## config.mk

```make
export PLATFORM = sky130hd
export DESIGN_NAME = dist_topk_select
export DESIGN_NICKNAME = d
export VERILOG_FILES = /design/src/rtl/dist_topk_select.sv
export SDC_FILE = /design/constraint.sdc
export NUM_CORES = 1
export LEC_CHECK = 0
export CAP_MARGIN = 20
export CORE_MARGIN = 2
export CORE_UTILIZATION = 30
export DETAILED_ROUTE_END_ITERATION = 8
export GPL_TIMING_DRIVEN = 0
export PLACE_DENSITY_LB_ADDON = 0.12
export SLEW_MARGIN = 15
export SYNTH_ARGS = -nofsm -noshare
export SYNTH_HDL_FRONTEND = slang
export SYNTH_SLANG_ARGS = --single-unit
```

## constraint.sdc

```tcl
create_clock -name clk -period 11.8 [get_ports clk]
set_input_delay 1.77 -clock clk [delete_from_list [all_inputs] [get_ports clk]]
set_output_delay 1.77 -clock clk [all_outputs]
set_load 0.03 [all_outputs]
```

## src/rtl/dist_topk_select.sv

```systemverilog
// dist_topk_select
//   K-nearest-neighbour selection stage. Takes one (distance, index) pair
//   per handshake and keeps the K smallest distances in ascending order.
//   Each accepted pair needs two cycles: one to capture it, one to insert it.
//   Once the pair flagged LAST has been inserted, the list is frozen and
//   OUT_Done stays high until CLR or RST.
//
// Ports
//   clk        clock, all state updates on the rising edge
//   RST        asynchronous active-high reset
//   CLR        synchronous clear; beats IN_Valid in every state
//   IN_Valid   IN_Dist / IN_Idx / IN_Last are valid
//   IN_Ready   a pair can be accepted this cycle
//   IN_Dist    unsigned distance
//   IN_Idx     index of the vector that produced IN_Dist
//   IN_Last    final pair of the query
//   OUT_Dists  sorted distances, slot 0 (smallest) in the LSBs
//   OUT_Idxs   indices matching OUT_Dists, same packing
//   OUT_Count  number of occupied slots, 0..K
//   OUT_Done   high once the LAST pair has been inserted
module dist_topk_select #(
    parameter int VARWIDTH = 32,
    parameter int IDXWIDTH = 8,
    parameter int K        = 4,
    localparam int CW      = $clog2(K + 1)
) (
    input  logic                     clk,
    input  logic                     RST,
    input  logic                     CLR,
    input  logic                     IN_Valid,
    output logic                     IN_Ready,
    input  logic [VARWIDTH-1:0]      IN_Dist,
    input  logic [IDXWIDTH-1:0]      IN_Idx,
    input  logic                     IN_Last,
    output logic [VARWIDTH*K-1:0]    OUT_Dists,
    output logic [IDXWIDTH*K-1:0]    OUT_Idxs,
    output logic [CW-1:0]            OUT_Count,
    output logic                     OUT_Done
);

    typedef enum logic [1:0] {S_ACCEPT, S_INSERT, S_DONE} state_t;

    state_t                r_state;
    state_t                w_state_next;

    logic [VARWIDTH-1:0]   r_dist [K];
    logic [IDXWIDTH-1:0]   r_idx  [K];
    logic [CW-1:0]         r_count;

    logic [VARWIDTH-1:0]   r_hold_dist;
    logic [IDXWIDTH-1:0]   r_hold_idx;
    logic                  r_hold_last;

    logic [K-1:0]          w_keep;
    logic [VARWIDTH-1:0]   w_dist_next [K];
    logic [IDXWIDTH-1:0]   w_idx_next  [K];

    // Slot i keeps its entry when it is occupied and not larger than the held
    // distance. Because the occupied slots are sorted, the kept slots form a
    // prefix whose length is the insert position p. The first non-kept slot
    // takes the held pair and every slot after it takes its lower neighbour,
    // dropping slot K-1. When all K slots are kept (p == K) nothing changes.
    for (genvar gi = 0; gi < K; gi++) begin : g_slot
        assign w_keep[gi] = (CW'(gi) < r_count) && (r_dist[gi] <= r_hold_dist);

        if (gi == 0) begin : g_first
            assign w_dist_next[gi] = w_keep[gi] ? r_dist[gi] : r_hold_dist;
            assign w_idx_next[gi]  = w_keep[gi] ? r_idx[gi]  : r_hold_idx;
        end else begin : g_rest
            assign w_dist_next[gi] = w_keep[gi]     ? r_dist[gi]  :
                                     w_keep[gi - 1] ? r_hold_dist : r_dist[gi - 1];
            assign w_idx_next[gi]  = w_keep[gi]     ? r_idx[gi]   :
                                     w_keep[gi - 1] ? r_hold_idx  : r_idx[gi - 1];
        end

        assign OUT_Dists[gi*VARWIDTH +: VARWIDTH] = r_dist[gi];
        assign OUT_Idxs[gi*IDXWIDTH +: IDXWIDTH]  = r_idx[gi];
    end

    assign OUT_Count = r_count;

    // State register
    always_ff @(posedge clk or posedge RST) begin
        if (RST) begin
            r_state <= S_ACCEPT;
        end else begin
            r_state <= w_state_next;
        end
    end

    // Next state and status outputs
    always_comb begin
        w_state_next = r_state;
        IN_Ready     = 1'b0;
        OUT_Done     = 1'b0;
        case (r_state)
            S_ACCEPT: begin
                IN_Ready = 1'b1;
                if (IN_Valid) begin
                    w_state_next = S_INSERT;
                end
            end
            S_INSERT: begin
                w_state_next = r_hold_last ? S_DONE : S_ACCEPT;
            end
            S_DONE: begin
                OUT_Done = 1'b1;
            end
            default: begin
                w_state_next = S_ACCEPT;
            end
        endcase
        if (CLR) begin
            w_state_next = S_ACCEPT;
        end
    end

    // Hold register for the accepted pair
    always_ff @(posedge clk or posedge RST) begin
        if (RST) begin
            r_hold_dist <= '0;
            r_hold_idx  <= '0;
            r_hold_last <= 1'b0;
        end else if (!CLR && r_state == S_ACCEPT && IN_Valid) begin
            r_hold_dist <= IN_Dist;
            r_hold_idx  <= IN_Idx;
            r_hold_last <= IN_Last;
        end
    end

    // Sorted list and occupancy. Occupancy is tracked by the counter rather
    // than by slot value, so a real all-ones distance is still inserted.
    // Whenever the count is below K, slot K-1 is empty and p < K, so the
    // count increments on every insert that finds room.
    always_ff @(posedge clk or posedge RST) begin
        if (RST) begin
            for (int i = 0; i < K; i++) begin
                r_dist[i] <= '1;
                r_idx[i]  <= '1;
            end
            r_count <= '0;
        end else if (CLR) begin
            for (int i = 0; i < K; i++) begin
                r_dist[i] <= '1;
                r_idx[i]  <= '1;
            end
            r_count <= '0;
        end else if (r_state == S_INSERT) begin
            for (int i = 0; i < K; i++) begin
                r_dist[i] <= w_dist_next[i];
                r_idx[i]  <= w_idx_next[i];
            end
            if (r_count < CW'(K)) begin
                r_count <= r_count + CW'(1);
            end
        end
    end

endmodule
```

==> metrics.md <==
| Metric | Value |
|---|---|
| Final worst-path cycle share | approximately 31% |
| # hold bufs at CTS | 0 |
| Setup Viol. Count Final | 0 |
| Vias per cell | 5.28 |
| Pwr Total | 0.00217 W |
| CTS max path bufs | 3 |
| H-tree depth | 1 |
| Post-CTS setup buffer count | 0 |
| Main combinational cell family by area after synthesis | compound AO/OA/AOI/OAI gates |
| First-pass GRT wire length | 68000 um |
| Compound-Gate Fraction of Synth Area | 19.7% |
| CTS Buf Count | 26 |
| Vias | 10200 |
| Nets | 1559 |
| Slew headroom | 46.0% |
| Final slew viol count | 0 |
| Fmax | between 200 and 300 MHz |
| Number of synthesized register bits | 206 |
| Worst setup EP type | register |
| Avg Cell Area, Syn | just over 10 sq um |
| Seq/Total Area, Yosys | 45.0% |
| # port buffers | 208 |
| Max FO, Critical Path | 10 |
| Die Height | just over 200 um |
| Worst min-delay path startpoint | OUT_Idxs[29] |
| Critical path type | register to register |
| Status | finished, final reports clean |
| Drt drc | 0 |
| Initial core utilization | 30.5% |
| Main synth FF type | dfstp_2 |
| CP Data Arrival Time | 4.16 ns |
| Core area | 38900 sq um |
| R2R cell count | 11 |
| Tmin final | 3.69 ns |
| Worst R2R Setup Slack | 8.11 ns |
| DIE WIDTH | 203 um |
| Clock Skews | roughly 0.028 ns |
| Antenna cells | 0 |
| GPL Wtd Cong | 0.799 |
| Synth Cell Area | 11900 sq um |
| Worst slack at placement | 7.65 ns |
| CTS tree | yes |
| Worst Hold End | OUT_Idxs[29] |
| Worst-path clk slew | 0.06 ns |
| Largest net degree at the start of global routing | 87 |
| DR WL/cell | 23.6 um |
| Layout Area Growth over Synthesis | 30.6% |
| Final Worst Setup Slack | 8.11 ns |
| Max VDD drop | 0.104 mV |
| Initial antenna violation count | 1 |
| Reg2Reg Capture Point | OUT_Idxs[28] |
| Post-Route WL | ~45000 um |
| Post-CTS Resized | 0 |
| Mapped Cells | 1147 |
| Vias in the first global route | between 10000 and 15000 |
| Iter 0 DRT Violations | about 440 |
| Worst Tran Pin Value | 0.809 ns |
| Congestion Overflow GR | 0 |
| Hold Path Depth | 2 |
| HPWL Detailed | ~33000 um |
| Clock Sinks | 206 |
| Crit path launch type | register |
| EDFF count, synth | 0 |
| Share of cells above drive strength 1 | 17.4% |
| Final core occ | 39.9% |
| HP Class | register to register |
| Proportion of synthesized area in mux cells | 7.68% |
| Final hold violations | 0 |
| Row count | between 70 and 80 |
| Unrepaired setup endpoints after global routing | no |
| Post-Syn Nets | 1321 |
| Worst R2R Start | r_hold_dist[27] |
| Sum Neg Setup Slack | 0 ns |
| Hold_ws | 0.502 ns |
| Unique masters post-synth | 48 |
| Pre-antenna DRT Iters | 5 |
| CP required | 12.27 ns |
| Synth Area in XOR/XNOR | 0.0737% |
| Max Cap Viol | 0 |
| Simple-gate portion of the synthesized area | 10.0% |
| CTS Root Buffer Type | clkbuf_16 |
| Syn. warnings | 0 |
| P per Cell Area | 140 nW/um^2 |
| LEAKAGE | 5.98 nW |
| Worst skew pair latency | about 0.56 ns |
| Full die area | approximately 41000 sq um |
| Async set-reset flop share out of synthesis | between 90% and 100% |
| GR Util All Layers | 21.8% |
| Adder-cell share of the synthesized area | 13.6% |
| DRT antenna net count | 0 |
| # IOs | 210 |
==> logic make-up (layout without fill, tap and decap cells) <==
family                   count (synthesis)  count (layout)
AO/OA/AOI/OAI                          343             343
AND/OR/NAND/NOR                        270             270
flip-flops                             206             206
adder cells (fa/ha/maj)                129             129
buffers and inverters                  108             366
multiplexers                            90              90
XOR/XNOR                                 1               1
==> power by group <==
group	leakage, nW	internal [W]	switching, W
logic	3.31	0.000211	0.000317
clock network	0.417	0.000468	0.000328
registers	2.25	0.000774	0.0000673
total	5.98	0.00145	0.000712
==> sequential cells by signal, indices dropped and copies added, names as in the netlist <==
register,flops
r_state,2
OUT_Dists,128
OUT_Idxs,32
OUT_Count,3
r_hold_last,1
r_hold_dist,32
r_hold_idx,8
==> cell usage in the layout, fill, tap and decap left out, drive strengths merged, types with 41 or more instances in the layout <==
cell | synthesis | final
a21oi | 93 | 93
clkdlybuf4s50 | 0 | 208
a31oi | 43 | 43
nand2 | 103 | 103
a2bb2oi | 80 | 80
nor2 | 93 | 93
mux2i | 80 | 80
dfrtp | 46 | 46
o21ai | 52 | 52
clkbuf | 34 | 78
ha | 129 | 129
inv | 41 | 41
dfstp | 160 | 160
==> per-stage QoR <==
step                cells  cell area [sq um]
CTS                  1923              15500
global placement     1873              14600
finish               1923              15500
detailed placement   1875              14700
floorplan            1147              11900
global route         1923              15500
==> per-layer routing <==
metal | routed length [um] | track usage [%]
met2 | 20800 | 35.4
met4 | 1520 | 7.06
met5 | 13 | 0
met1 | 20800 | 29.4
met3 | 2240 | 3.98
==> synth_stat cells (all sizes together), types with 2 or more instances <==
cell / count / area share [%]
o31a: 2 / 0.15
mux2: 10 / 0.95
a22oi: 2 / 0.13
mux2i: 80 / 6.7
buf: 33 / 1.5
ha: 129 / 14
nor4b: 2 / 0.15
clkbuf: 34 / 1.1
a2bb2oi: 80 / 5.9
a21boi: 3 / 0.19
nor2b: 6 / 0.32
a2111oi: 3 / 0.22
nand2: 103 / 3.3
o211ai: 5 / 0.36
nand3: 10 / 0.42
dfrtp: 46 / 9.7
dfstp: 160 / 35
nor4: 4 / 0.21
a211oi: 4 / 0.25
and3: 3 / 0.16
inv: 41 / 1.3
and2: 9 / 0.47
nor3: 8 / 0.34
o21ai: 52 / 2.3
a21oi: 93 / 3.9
nor2: 93 / 2.9
a31oi: 43 / 2.3
and4: 3 / 0.22
a211o: 40 / 2.9
nand4: 24 / 1.3
a221o: 2 / 0.17
a21o: 8 / 0.51
nand2b: 3 / 0.16
==> worst max-delay path, stage by stage, from the launching register on <==
cell and delay (ns):
dfrtp_1 0.39, inv_1 0.17, ha_1 0.36, and4_1 0.26, nor4b_1 0.52, nand2_1 0.27, a31oi_1 0.28, o32a_1 0.17
clkbuf_2 0.29, clkbuf_1 0.60, nor2_1 0.10, a31oi_1 0.18
==> worst max-delay path by stage <==
| stage | depth (start not counted) | start | slack (ns) | endpoint |
|---|---|---|---|---|
| floorplan | 1 | RST | 4.67 | OUT_Count[0] |
| global placement | 2 | RST | 1.14 | r_hold_idx[3] |
| detailed placement | 5 | IN_Valid | 7.65 | r_hold_idx[1] |
| CTS | 2 | r_state[1] | 8.13 | OUT_Done |
| global route | 10 | r_hold_dist[27] | 7.87 | OUT_Dists[72] |
| finish | 11 | r_hold_dist[27] | 8.11 | OUT_Idxs[28] |
==> final cells by class <==
cell class / instances / area [sq um]
inverter: 41 / 161
clock buffer: 44 / 820
fill: 3921 / 23400
buffer: 67 / 313
multi-input combinational: 833 / 6070
timing repair buffer: 210 / 2140
clock inverter: 4 / 20.0
sequential: 206 / 5360
tap: 518 / 648
Note: power is estimated with default switching activity, not from simulation.
